## src/rtl/jtag_driver_pkg.sv

```systemverilog
// Shared types and TAP sequencing constants for the JTAG scan driver.
package jtag_driver_pkg;

   typedef enum logic [2:0] {TLR, IDLE, HDR, SHIFT, TAIL, DONE} jtag_state_e;

   localparam logic [2:0] DR_HDR     = 3'b001;
   localparam int         DR_HDR_LEN = 3;
   localparam logic [3:0] IR_HDR     = 4'b0011;
   localparam int         IR_HDR_LEN = 4;
   localparam int         TLR_LEN    = 6;
   localparam int         TAIL_LEN   = 2;

   // TMS value for header period idx, applied LSB first.
   function automatic logic hdr_tms(input logic ir, input logic [1:0] idx);
      if (ir) return IR_HDR[idx];
      return (idx < 2'(DR_HDR_LEN)) ? DR_HDR[idx] : 1'b0;
   endfunction

   function automatic logic [1:0] hdr_last(input logic ir);
      return ir ? 2'(IR_HDR_LEN - 1) : 2'(DR_HDR_LEN - 1);
   endfunction

endpackage

```

## src/rtl/jtag_driver_if.sv

```systemverilog
// Command/response channel between a scan requester and the JTAG driver.
interface jtag_driver_if #(parameter int MAX_LEN = 32);

   localparam int LEN_W = $clog2(MAX_LEN + 1);

   logic               cmd_valid;
   logic               cmd_ready;
   logic               cmd_ir;
   logic [LEN_W-1:0]   cmd_len;
   logic [MAX_LEN-1:0] cmd_data;
   logic               rsp_valid;
   logic [MAX_LEN-1:0] rsp_data;

   modport master (
      output cmd_valid, cmd_ir, cmd_len, cmd_data,
      input  cmd_ready, rsp_valid, rsp_data
   );

   modport slave (
      input  cmd_valid, cmd_ir, cmd_len, cmd_data,
      output cmd_ready, rsp_valid, rsp_data
   );

endinterface

```

## src/rtl/jtag_driver_tck_gen.sv

```systemverilog
// TCK divider: toggles every CLK_DIV cycles while run is high, parks low otherwise.
module tck_gen #(
   parameter int CLK_DIV = 4
) (
   input  logic clk,
   input  logic rst_n,
   input  logic run,
   output logic tck,
   output logic rise_tick,
   output logic fall_tick
);

   localparam int CW = (CLK_DIV > 1) ? $clog2(CLK_DIV) : 1;

   logic [CW-1:0] cnt_q;
   logic          half_end;

   assign half_end  = run && (cnt_q == CW'(CLK_DIV - 1));
   assign rise_tick = half_end && !tck;
   assign fall_tick = half_end && tck;

   always_ff @(posedge clk or negedge rst_n) begin
      if (!rst_n) begin
         cnt_q <= '0;
         tck   <= 1'b0;
      end else if (!run) begin
         cnt_q <= '0;
         tck   <= 1'b0;
      end else if (half_end) begin
         cnt_q <= '0;
         tck   <= ~tck;
      end else begin
         cnt_q <= cnt_q + 1'b1;
      end
   end

endmodule

```

## src/rtl/jtag_driver.sv

```systemverilog
// JTAG host: turns IR/DR scan commands into TCK/TMS/TDI sequences and returns captured TDO.
module jtag_driver
   import jtag_driver_pkg::*;
#(
   parameter int MAX_LEN = 32,
   parameter int CLK_DIV = 4
) (
   input  logic          clk,
   input  logic          rst_n,
   jtag_driver_if.slave  bus,
   output logic          tck,
   output logic          tms,
   output logic          tdi,
   input  logic          tdo
);

   localparam int LEN_W = $clog2(MAX_LEN + 1);
   localparam int CNT_W = (LEN_W > 3) ? LEN_W : 3;

   jtag_state_e        state_q, state_d;
   logic [CNT_W-1:0]   cnt_q, cnt_d, nxt, len_ext;
   logic               tms_q, tms_d, tdi_q, tdi_d, end_q, end_d;
   logic               ir_q;
   logic [LEN_W-1:0]   len_q, len_clamped;
   logic [MAX_LEN-1:0] sh_q, cap_q, rsp_q;
   logic               run, rise_tick, fall_tick, accept;

   assign accept      = (state_q == IDLE) && bus.cmd_valid;
   assign len_clamped = (bus.cmd_len > LEN_W'(MAX_LEN)) ? LEN_W'(MAX_LEN) : bus.cmd_len;
   assign len_ext     = CNT_W'(len_q);
   assign nxt         = cnt_q + 1'b1;
   // end_q parks TCK for the one cycle between the final falling edge and the state change
   assign run         = (state_q inside {TLR, HDR, SHIFT, TAIL}) && !end_q;

   assign bus.cmd_ready = (state_q == IDLE);
   assign bus.rsp_valid = (state_q == DONE);
   assign bus.rsp_data  = rsp_q;
   assign tms           = tms_q;
   assign tdi           = tdi_q;

   tck_gen #(.CLK_DIV(CLK_DIV)) u_tck_gen (
      .clk       (clk),
      .rst_n     (rst_n),
      .run       (run),
      .tck       (tck),
      .rise_tick (rise_tick),
      .fall_tick (fall_tick)
   );

   always_ff @(posedge clk or negedge rst_n) begin
      if (!rst_n) begin
         state_q <= TLR;
         cnt_q   <= '0;
         tms_q   <= 1'b1;
         tdi_q   <= 1'b0;
         end_q   <= 1'b0;
      end else begin
         state_q <= state_d;
         cnt_q   <= cnt_d;
         tms_q   <= tms_d;
         tdi_q   <= tdi_d;
         end_q   <= end_d;
      end
   end

   // TMS/TDI for the next period are set on the edge that drives TCK low
   always_comb begin
      state_d = state_q;
      cnt_d   = cnt_q;
      tms_d   = tms_q;
      tdi_d   = tdi_q;
      end_d   = 1'b0;
      case (state_q)
         TLR: begin
            if (end_q) begin
               state_d = IDLE;
            end else if (fall_tick) begin
               if (cnt_q == CNT_W'(TLR_LEN - 1)) begin
                  end_d = 1'b1;
               end else begin
                  cnt_d = nxt;
                  tms_d = (nxt < CNT_W'(TLR_LEN - 1));
               end
            end
         end
         IDLE: begin
            if (bus.cmd_valid) begin
               cnt_d = '0;
               if (len_clamped == '0) begin
                  state_d = DONE;
               end else begin
                  state_d = HDR;
                  tms_d   = hdr_tms(bus.cmd_ir, 2'd0);
               end
            end
         end
         HDR: begin
            if (fall_tick) begin
               if (cnt_q == CNT_W'(hdr_last(ir_q))) begin
                  state_d = SHIFT;
                  cnt_d   = '0;
                  tms_d   = (len_ext == CNT_W'(1));
                  tdi_d   = sh_q[0];
               end else begin
                  cnt_d = nxt;
                  tms_d = hdr_tms(ir_q, nxt[1:0]);
               end
            end
         end
         SHIFT: begin
            if (fall_tick) begin
               if (cnt_q == len_ext - 1'b1) begin
                  state_d = TAIL;
                  cnt_d   = '0;
                  tms_d   = 1'b1;
               end else begin
                  cnt_d = nxt;
                  tms_d = (nxt == len_ext - 1'b1);
                  tdi_d = sh_q[0];
               end
            end
         end
         TAIL: begin
            if (end_q) begin
               state_d = DONE;
            end else if (fall_tick) begin
               if (cnt_q == CNT_W'(TAIL_LEN - 1)) begin
                  end_d = 1'b1;
               end else begin
                  cnt_d = nxt;
                  tms_d = 1'b0;
               end
            end
         end
         DONE:    state_d = IDLE;
         default: state_d = TLR;
      endcase
   end

   always_ff @(posedge clk or negedge rst_n) begin
      if (!rst_n) begin
         ir_q  <= 1'b0;
         len_q <= '0;
         sh_q  <= '0;
         cap_q <= '0;
         rsp_q <= '0;
      end else begin
         if (accept) begin
            ir_q  <= bus.cmd_ir;
            len_q <= len_clamped;
            sh_q  <= bus.cmd_data;
            cap_q <= '0;
         end else begin
            if (fall_tick && state_d == SHIFT) sh_q <= sh_q >> 1;
            if (rise_tick && state_q == SHIFT) cap_q <= cap_q | (MAX_LEN'(tdo) << cnt_q);
         end
         // a zero-length scan reaches DONE straight from IDLE and reports nothing captured
         if (state_d == DONE && state_q != DONE)
            rsp_q <= (state_q == IDLE) ? '0 : cap_q;
      end
   end

endmodule

```

## src/flat_wrapper.sv

```systemverilog
// flat-port wrapper written by rule: the top's interface ports become plain ports
module jtag_driver_flat import jtag_driver_pkg::*;
#(
   parameter int MAX_LEN = 32,
   parameter int CLK_DIV = 4
)
  (clk, rst_n, tck, tms, tdi, tdo, bus_cmd_valid, bus_cmd_ir, bus_cmd_len, bus_cmd_data, bus_cmd_ready, bus_rsp_valid, bus_rsp_data);
  jtag_driver_if #(.MAX_LEN(MAX_LEN)) bus_i ();
  input  logic clk;
  input  logic rst_n;
  output logic tck;
  output logic tms;
  output logic tdi;
  input  logic tdo;
  input wire logic [$bits(bus_i.cmd_valid)-1:0] bus_cmd_valid;
  input wire logic [$bits(bus_i.cmd_ir)-1:0] bus_cmd_ir;
  input wire logic [$bits(bus_i.cmd_len)-1:0] bus_cmd_len;
  input wire logic [$bits(bus_i.cmd_data)-1:0] bus_cmd_data;
  output wire logic [$bits(bus_i.cmd_ready)-1:0] bus_cmd_ready;
  output wire logic [$bits(bus_i.rsp_valid)-1:0] bus_rsp_valid;
  output wire logic [$bits(bus_i.rsp_data)-1:0] bus_rsp_data;
  assign bus_i.cmd_valid = bus_cmd_valid;
  assign bus_i.cmd_ir = bus_cmd_ir;
  assign bus_i.cmd_len = bus_cmd_len;
  assign bus_i.cmd_data = bus_cmd_data;
  assign bus_cmd_ready = bus_i.cmd_ready;
  assign bus_rsp_valid = bus_i.rsp_valid;
  assign bus_rsp_data = bus_i.rsp_data;
  jtag_driver #(.MAX_LEN(MAX_LEN), .CLK_DIV(CLK_DIV)) u_core (.clk(clk), .rst_n(rst_n), .bus(bus_i), .tck(tck), .tms(tms), .tdi(tdi), .tdo(tdo));
endmodule
```

## config.mk

```make
export PLATFORM = sky130hd
export DESIGN_NAME = jtag_driver_flat
export DESIGN_NICKNAME = d
export VERILOG_FILES = /design/src/rtl/jtag_driver_pkg.sv /design/src/rtl/jtag_driver_if.sv /design/src/rtl/jtag_driver_tck_gen.sv /design/src/rtl/jtag_driver.sv /design/src/flat_wrapper.sv
export SDC_FILE = /design/constraint.sdc
export NUM_CORES = 1
export LEC_CHECK = 0
export ABC_AREA = 1
export CAP_MARGIN = 20
export CORE_ASPECT_RATIO = 1.2
export CORE_MARGIN = 2
export CORE_UTILIZATION = 55
export DETAILED_ROUTE_END_ITERATION = 16
export PLACE_DENSITY = 0.8
export RECOVER_POWER = 25
export SETUP_SLACK_MARGIN = 0.4
export SKIP_CTS_REPAIR_TIMING = 1
export SLEW_MARGIN = 20
export SYNTH_ARGS = -nofsm -noshare
export SYNTH_HDL_FRONTEND = slang
export SYNTH_SLANG_ARGS = --single-unit
```

## constraint.sdc

```tcl
create_clock -name clk -period 2.2 [get_ports clk]
set_input_delay 0.22 -clock clk [delete_from_list [all_inputs] [get_ports clk]]
set_output_delay 0.22 -clock clk [all_outputs]
set_load 0.03 [all_outputs]
```

======== Word-level counts from Yosys, hierarchy flattened ========
Cells that the tools add are included.
storage, ports and cells
  flip-flop bits (word level) ............. 118
  latch bits .............................. 0
  bits in writable memories ............... 0
  ROM bits ................................ 0
  input port bits ......................... 43
  output and inout bits ................... 37
  logic and storage cells ................. 144
  memories ................................ 0
operators by class
  add/subtract/negate cells ............... 3
  multiply operators ...................... 0
  div/mod/pow operators ................... 0
  $lt $le $gt $ge ......................... 4
  eq/ne operators ......................... 28
  shift-type cells ........................ 1
  mux-type cells .......................... 74
  bitwise gates (word level) .............. 2
  reductions and logical operators ........ 20
operator list
  operator                                                    count
  two-way mux 32 bit                                          5
  two-way mux 6 bit                                           12
  two-way mux 1 bit                                           40
  bitwise OR 32 bit                                           1
  left shift 1 x 6 -> 32 bit                                  1
  case mux 6 bit (5 select lines)                             1
  two-way mux 3 bit                                           8
  case mux 3 bit (6 select lines)                             1
  != test 2 bit, second input constant                        8
  equality test 6 x 1 -> 1 bit, second input constant         2
  equality test 6 bit                                         2
  AND reduction 11 bit                                        1
  != test 2 x 1 -> 1 bit, second input constant               5
  AND reduction 10 bit                                        1
  equality test 3 x 2 -> 1 bit, second input constant         3
  equality test 3 bit, second input constant                  3
  logical AND 1 bit                                           8
  adder 6 x 1 -> 6 bit, second input constant                 1
  equality test 6 x 2 -> 1 bit                                1
  equality test 6 x 3 -> 1 bit, second input constant         1
  greater-than comparator 6 bit, second input constant        1
  logical NOT 6 bit                                           1
  less-than comparator 6 x 3 -> 1 bit, second input constant  1
  nonzero test 2 bit                                          3
  17 further kinds                                            21

======== Longest topological paths before layout ========
  word-level depth ........................ 11
  depth in mapped cells ................... 15
  depth with buffers taken out ............ 14

======== Hierarchy ========
A second synthesis with hierarchy kept.
second synthesis, totals
  cells, all modules ...................... 771
  area total of the unflattened synthesis .. 5,944.5 um^2
modules (own cells, without submodules)
  module       instances  cells an instance  area each (um^2)
  jtag_driver  1          755                5,809.3
  tck_gen      1          16                 135.1

======== Worst setup path after synthesis ========
OpenSTA, ideal clock, no wires.
  kind .................................... flip-flop to flip-flop
  start point ............................. register u_core.len_q[0] (netlist: u_core.len_ext[0])
  end point ............................... register u_core.sh_q[11]
  setup time .............................. 0.068 ns
  arrival ................................. 1.827 ns
  data required time ...................... 2.132 ns
  setup slack ............................. 0.305 ns
  cell stages (with the launch flop) ...... 13
  clock period less this slack ............ 1.895 ns
  cell sequence ........................... dfrtp_1 > inv_2 > ha_1 > or2_2 > nand3_1 > nor2_1 > nand2_1 > nor2_4 > nand3_2 > buf_4 > buf_2 > nand3_1 > nand3_1
on the way
  longest elaborated chain between the ends .. 8
ends and longest elaborated chain
  item                                 RTL line            text
  from (decl)                          jtag_driver.sv:24   logic [LEN_W-1:0] len_q, len_clamped;
  from (signal assigned)               jtag_driver.sv:150  len_q <= len_clamped;
  subtractor 6 x 1 -> 6 bit            jtag_driver.sv:112  if (cnt_q == len_ext - 1'b1) begin
  equality test 6 bit                  jtag_driver.sv:112
  two-way mux 3 bit                    jtag_driver.sv:112
  two-way mux 3 bit                    jtag_driver.sv:111  if (fall_tick) begin
  case mux 3 bit (6 select lines)      jtag_driver.sv:73   case (state_q)
  equality test 3 x 2 -> 1 bit         jtag_driver.sv:154  if (fall_tick && state_d == SHIFT) sh_q <= sh_q >> 1;
  logical AND 1 bit                    jtag_driver.sv:154
  nonzero test 2 bit (no source line)  n/a
  to (signal assigned)                 jtag_driver.sv:151  sh_q <= bus.cmd_data;
  to (signal assigned)                 jtag_driver.sv:154
  to (decl)                            jtag_driver.sv:25   logic [MAX_LEN-1:0] sh_q, cap_q, rsp_q;
No other way between the ends.
A chain may end at the register's enable or synchronous reset.

======== Final worst setup path ========
  start point ............................. register u_core.len_q[1] (netlist: u_core.len_ext[1])
  end point ............................... register u_core.rsp_q[9] (netlist: u_core.bus.rsp_data[9])
on the way
  longest elaborated chain between the ends .. 7
ends and longest elaborated chain
  item                             RTL line            text
  subtractor 6 x 1 -> 6 bit        jtag_driver.sv:112
  equality test 6 bit              jtag_driver.sv:112
  two-way mux 3 bit                jtag_driver.sv:112
  two-way mux 3 bit                jtag_driver.sv:111
  case mux 3 bit (6 select lines)  jtag_driver.sv:73
  equality test 3 bit              jtag_driver.sv:158  if (state_d == DONE && state_q != DONE)
  logical AND 1 bit                jtag_driver.sv:158
  to (signal assigned)             jtag_driver.sv:159  rsp_q <= (state_q == IDLE) ? '0 : cap_q;
  to (decl)                        jtag_driver.sv:25
No other way between the ends.

==> results summary <==
The flow ran to the end, and the final reports show no timing, DRC or antenna violations. The die is 99.9 um wide. The post-synthesis sequential area ratio came out at 48.7%. The total congestion overflow after global routing came out at 0. The xor/xnor cell area share of the yosys netlist came out at 0.433%. The total global-route track usage is 26.6%. The critical setup path kind is flip-flop to flip-flop. The worst reg2reg path depth came out at 15. The number of buffers on the longest clock path came out at 2.

For this design the ratio of total power to cell area is 610 nW/um2. The worst slew margin relative to its limit came out at 33.0%. The fmax is 0.466 GHz. The worst IR drop on VDD came out at 0.418 mV. The sort of element at the start of the critical path is a flip-flop. The post-route netlist has 20.7% of its cells at a drive strength greater than 1. The count of vias placed by the detailed router is 5992. The analysis attributes to cell leakage a power of 4.19 nW. For met3 alone, demand over resource in global routing was 4.93%. The endpoint class of the critical path is a flip-flop. The H-tree was split into 4 levels. The wire-length estimate of the detail-placed layout is 10.4 mm. The tool flagged a number of max-cap violations equal to 0.

The count of TritonRoute iterations in the first routing pass came out at 5. The non-filler instance count after layout came out at 1054. The clock latency of the later-clocked register in the worst-skew pair is 410 ps. The launch point of the worst reg-to-reg path is u_core.len_ext[1]. The clock buffer count from CTS is 17. Setup repair after global routing could not meet its margin everywhere. The number of cells traversed by the worst hold path is 3. The worst-case hold path end point is u_core.sh_q[31].

Data on the critical path arrives at its endpoint at 2490 ps. The number of placement rows came out at 42. Setup violations remaining at the end of the flow were counted as 0.

The count of boundary I/O pins is 80. The first global-routing pass estimated 25.5 mm of wire. The total chip power came out at 5.11 mW. The placed cell count came out at 989. The slowest stage of the critical path is the dfrtp_1 cell. The total core area came out at 10900 um2. For this run, the post-layout net count is 959. Summing the areas of all compound-gate instances in the mapped netlist gives 5.54% of the synthesized area. The endpoint of the worst register-to-register path is u_core.bus.rsp_data[9]. The initial standard-cell utilization of the core is 55.8%. The number of global-route vias before repair is 5594.

The initial antenna violation count is 0. The final critical path takes up 97.5% of the cycle. The number of filler cells placed in the layout is 748. In this run the most used layer during global routing was met2. The unique cell type count in the Yosys netlist came out at 34. The critical path goes through inv_2, ha_4, inv_4, nand2_2, nand3_2, nand2_2, nor2_4, nand2_2, nor2_4, nand4_1, nand2_4, buf_12, clkbuf_16, nand3_1, nand2_1. Of all nets on the critical path, the largest fanout is 8. For this design, the sink count on the clock tree is 118. The post-synthesis net count is 840. The path class of the tightest hold or removal check is input port to flip-flop. The startpoint identified for the worst hold timing path is bus_cmd_data[31].

The final core utilization is 76.9%. A synthesized cell averages 7.67 um2. The pin count of the biggest net entering global routing is 80. The slew at the pin with the worst max-slew slack came out at 1010 ps.

Dividing the detail-routed wire length by the instance count gives 16.9 um. Relative to the synthesized area, the layout overhead comes to 37.8%. The number of DRC violations after detailed routing came out at 0. Across the routed clock network, the largest skew measured is 9.84 ps. The clock period minus worst slack came out at 2150 ps. The number of diodes added for antenna fixing is 0.

Synthesis produced 791 cells. The max-slew violation total from the final report is 0. The summed instance area of the synthesized netlist came out at 6070 um2. In this run, the number of DRC markers left after iteration 0 of detailed routing was 538. The last weighted congestion value of the routability-driven placer came out at 0.953. The count of endpoints failing hold in the final timing report came to 0. The via-per-instance ratio came out at 5.69. CTS placed an instance of clkbuf_16 at the clock tree root. The synthesized netlist devotes 1.24% of its cell area to adder and majority cells. The detail route stage leaves a number of antenna-violating nets equal to 0. The register-to-register setup slack is 50 ps.

The met2 usage in global routing is 46.8%. The number of warning messages in the yosys log is 0. The global routing met1 resource utilization came out at 32.6%. The count of buffering cells on the critical path with inverters included is 4. The die area is 11900 um2. The data required time at the worst endpoint came out at 2540 ps. The largest family of logic cells by synthesized area is simple AND/OR/NAND/NOR gates. TritonCTS built the clock tree. The mux contribution to synthesized area is 0%. The clock slew seen by the registers of the worst setup and hold paths is 60 ps.

Summing the areas of all and, or, nand and nor instances in the mapped netlist gives 34.6% of the synthesized area. The register bit count reported by yosys is 118. The critical path's largest stage delay came out at 400 ps. In this run the vertical extent of the chip is 119 um. The count of input and output buffers came out at 79. After detailed routing, the total wire length is 17.8 mm. Counting stages on the worst path, the most repeated cell is nand2_2. The kind of cell with the highest combined delay along the critical path is simple AND/OR/NAND/NOR gates.
[sequential cells by signal, indices dropped and copies added, names as in the netlist]
register,count
u_core.bus.rsp_data,32
u_core.cap_q,32
u_core.sh_q,32
u_core.cnt_q,6
u_core.len_ext,6
u_core.state_q,3
u_core.u_tck_gen.cnt_q,2
u_core.end_q,1
u_core.ir_q,1
u_core.tdi,1
u_core.tms,1
u_core.u_tck_gen.tck,1
[worst register-to-register path, delay by kind of cell (launching register included)]
family | cells | cell delay (ps)
and+or+nand+nor | 10 | 980
buffers and inverters | 4 | 500
DFF | 1 | 400
adders and majority gates | 1 | 210
[metrics by stage]
| step | cell area [um2] | setup WS (ps) | TNS, ps | hold WS, ps |
|---|---|---|---|---|
| 5_1_grt | 8370 | -49.1 | -493 | 365 |
| 3_5_place_dp | 7080 | 80.0 | 0 | 230 |
| 3_3_place_gp | 7080 | 127 | 0 | 216 |
| 2_1_floorplan | 6090 | 383 | 0 | -75.6 |
| 4_1_cts | 7650 | 90.1 | 0 | -206 |
| 6_report | 8370 | 54.2 | 0 | 357 |
[how the worst max path moves through the flow]
stage,from,to,slack [ps],cells past startpoint
3_5_place_dp,bus_cmd_len[2],u_core.bus.rsp_data[20],80,11
3_3_place_gp,bus_cmd_len[2],u_core.bus.rsp_data[17],130,11
5_1_grt,u_core.len_ext[1],u_core.bus.rsp_data[9],-50,15
2_1_floorplan,u_core.len_ext[0],u_core.bus.rsp_data[10],380,12
4_1_cts,u_core.state_q[2],bus_rsp_valid,90,3
6_report,u_core.len_ext[1],u_core.bus.rsp_data[9],50,15
[cell usage in the layout (no fill, tap or decap), types with 2 or more instances in the layout]
cell | netlist | final
nand2_1 | 225 | 199
nand3_1 | 145 | 130
dfrtp_1 | 117 | 113
inv_1 | 83 | 76
clkdlybuf4s50_1 | 0 | 75
nor2_1 | 64 | 59
buf_4 | 14 | 33
a21oi_1 | 39 | 29
nand2_2 | 3 | 26
clkbuf_16 | 0 | 20
nand3_2 | 2 | 16
o21ai_0 | 14 | 13
inv_2 | 7 | 11
nand4_1 | 11 | 11
nor2_4 | 4 | 10
a21oi_2 | 0 | 10
nor3_1 | 10 | 10
buf_12 | 0 | 10
clkinvlp_4 | 0 | 6
nand2_4 | 3 | 5
buf_6 | 5 | 5
clkinv_2 | 1 | 4
nor2_2 | 5 | 4
nand2_8 | 0 | 4
ha_1 | 6 | 4
dfrtp_2 | 0 | 4
clkbuf_8 | 0 | 3
dlymetal6s2s_1 | 0 | 3
inv_4 | 0 | 2
xnor2_1 | 2 | 2
o21ai_1 | 1 | 2
o22ai_1 | 3 | 2
clkinv_4 | 0 | 2
[synthesized netlist by cell type (all sizes together)]
cell,n,share of area [%]
xor2,1,0.14
dfrtp,117,48
o22ai,3,0.31
nor2,73,5.2
dfstp,1,0.43
xnor2,2,0.29
inv,90,5.6
clkbuf,12,0.74
clkinv,1,0.082
a21oi,39,3.2
nand4,11,1.1
nor3,11,1.1
nand2,231,15
o21ai,16,1.4
buf,25,3.1
nand3,147,12
o2111ai,1,0.25
a211oi,1,0.12
a31o,1,0.14
ha,6,1.2
o31ai,1,0.12
or2,1,0.10
[where the power goes]
part | switching (mW) | internal (mW) | leakage (nW)
clock network | 0.986 | 1.63 | 0.270
logic | 0.141 | 0.131 | 2.45
registers | 0.0204 | 2.20 | 1.47
[layout make-up]
type | count | area (um2) | area share [%]
clock inverters | 11 | 101 | 1.21
clock buffers | 20 | 467 | 5.58
flip-flops and latches | 118 | 2960 | 35.4
repair buffers | 133 | 1430 | 17.0
well taps | 132 | 165 | 1.97
repair inverters | 1 | 7.51 | 0.0897
inverters | 91 | 352 | 4.20
multi-input cells | 548 | 2890 | 34.5
[routing by layer]
metal / part of all wire (%) / wire (um) / vias up
met3: 5.8 / 1030 / 44
met2: 53 / 9430 / 273
met1: 38 / 6840 / 2902
met5: 0 / 0 / -
met4: 2.7 / 473 / 0
li1: - / - / 2773
[cells by family (layout without fill, tap and decap cells)]
kind of cell / after synthesis / in the layout
XOR/XNOR: 3 / 3
adder cells (fa/ha/maj): 6 / 6
flip-flops: 118 / 118
buffers and inverters: 128 / 256
AO/OA/AOI/OAI: 62 / 62
AND/OR/NAND/NOR: 474 / 477
No activity file was read; power rests on OpenSTA's default activity.
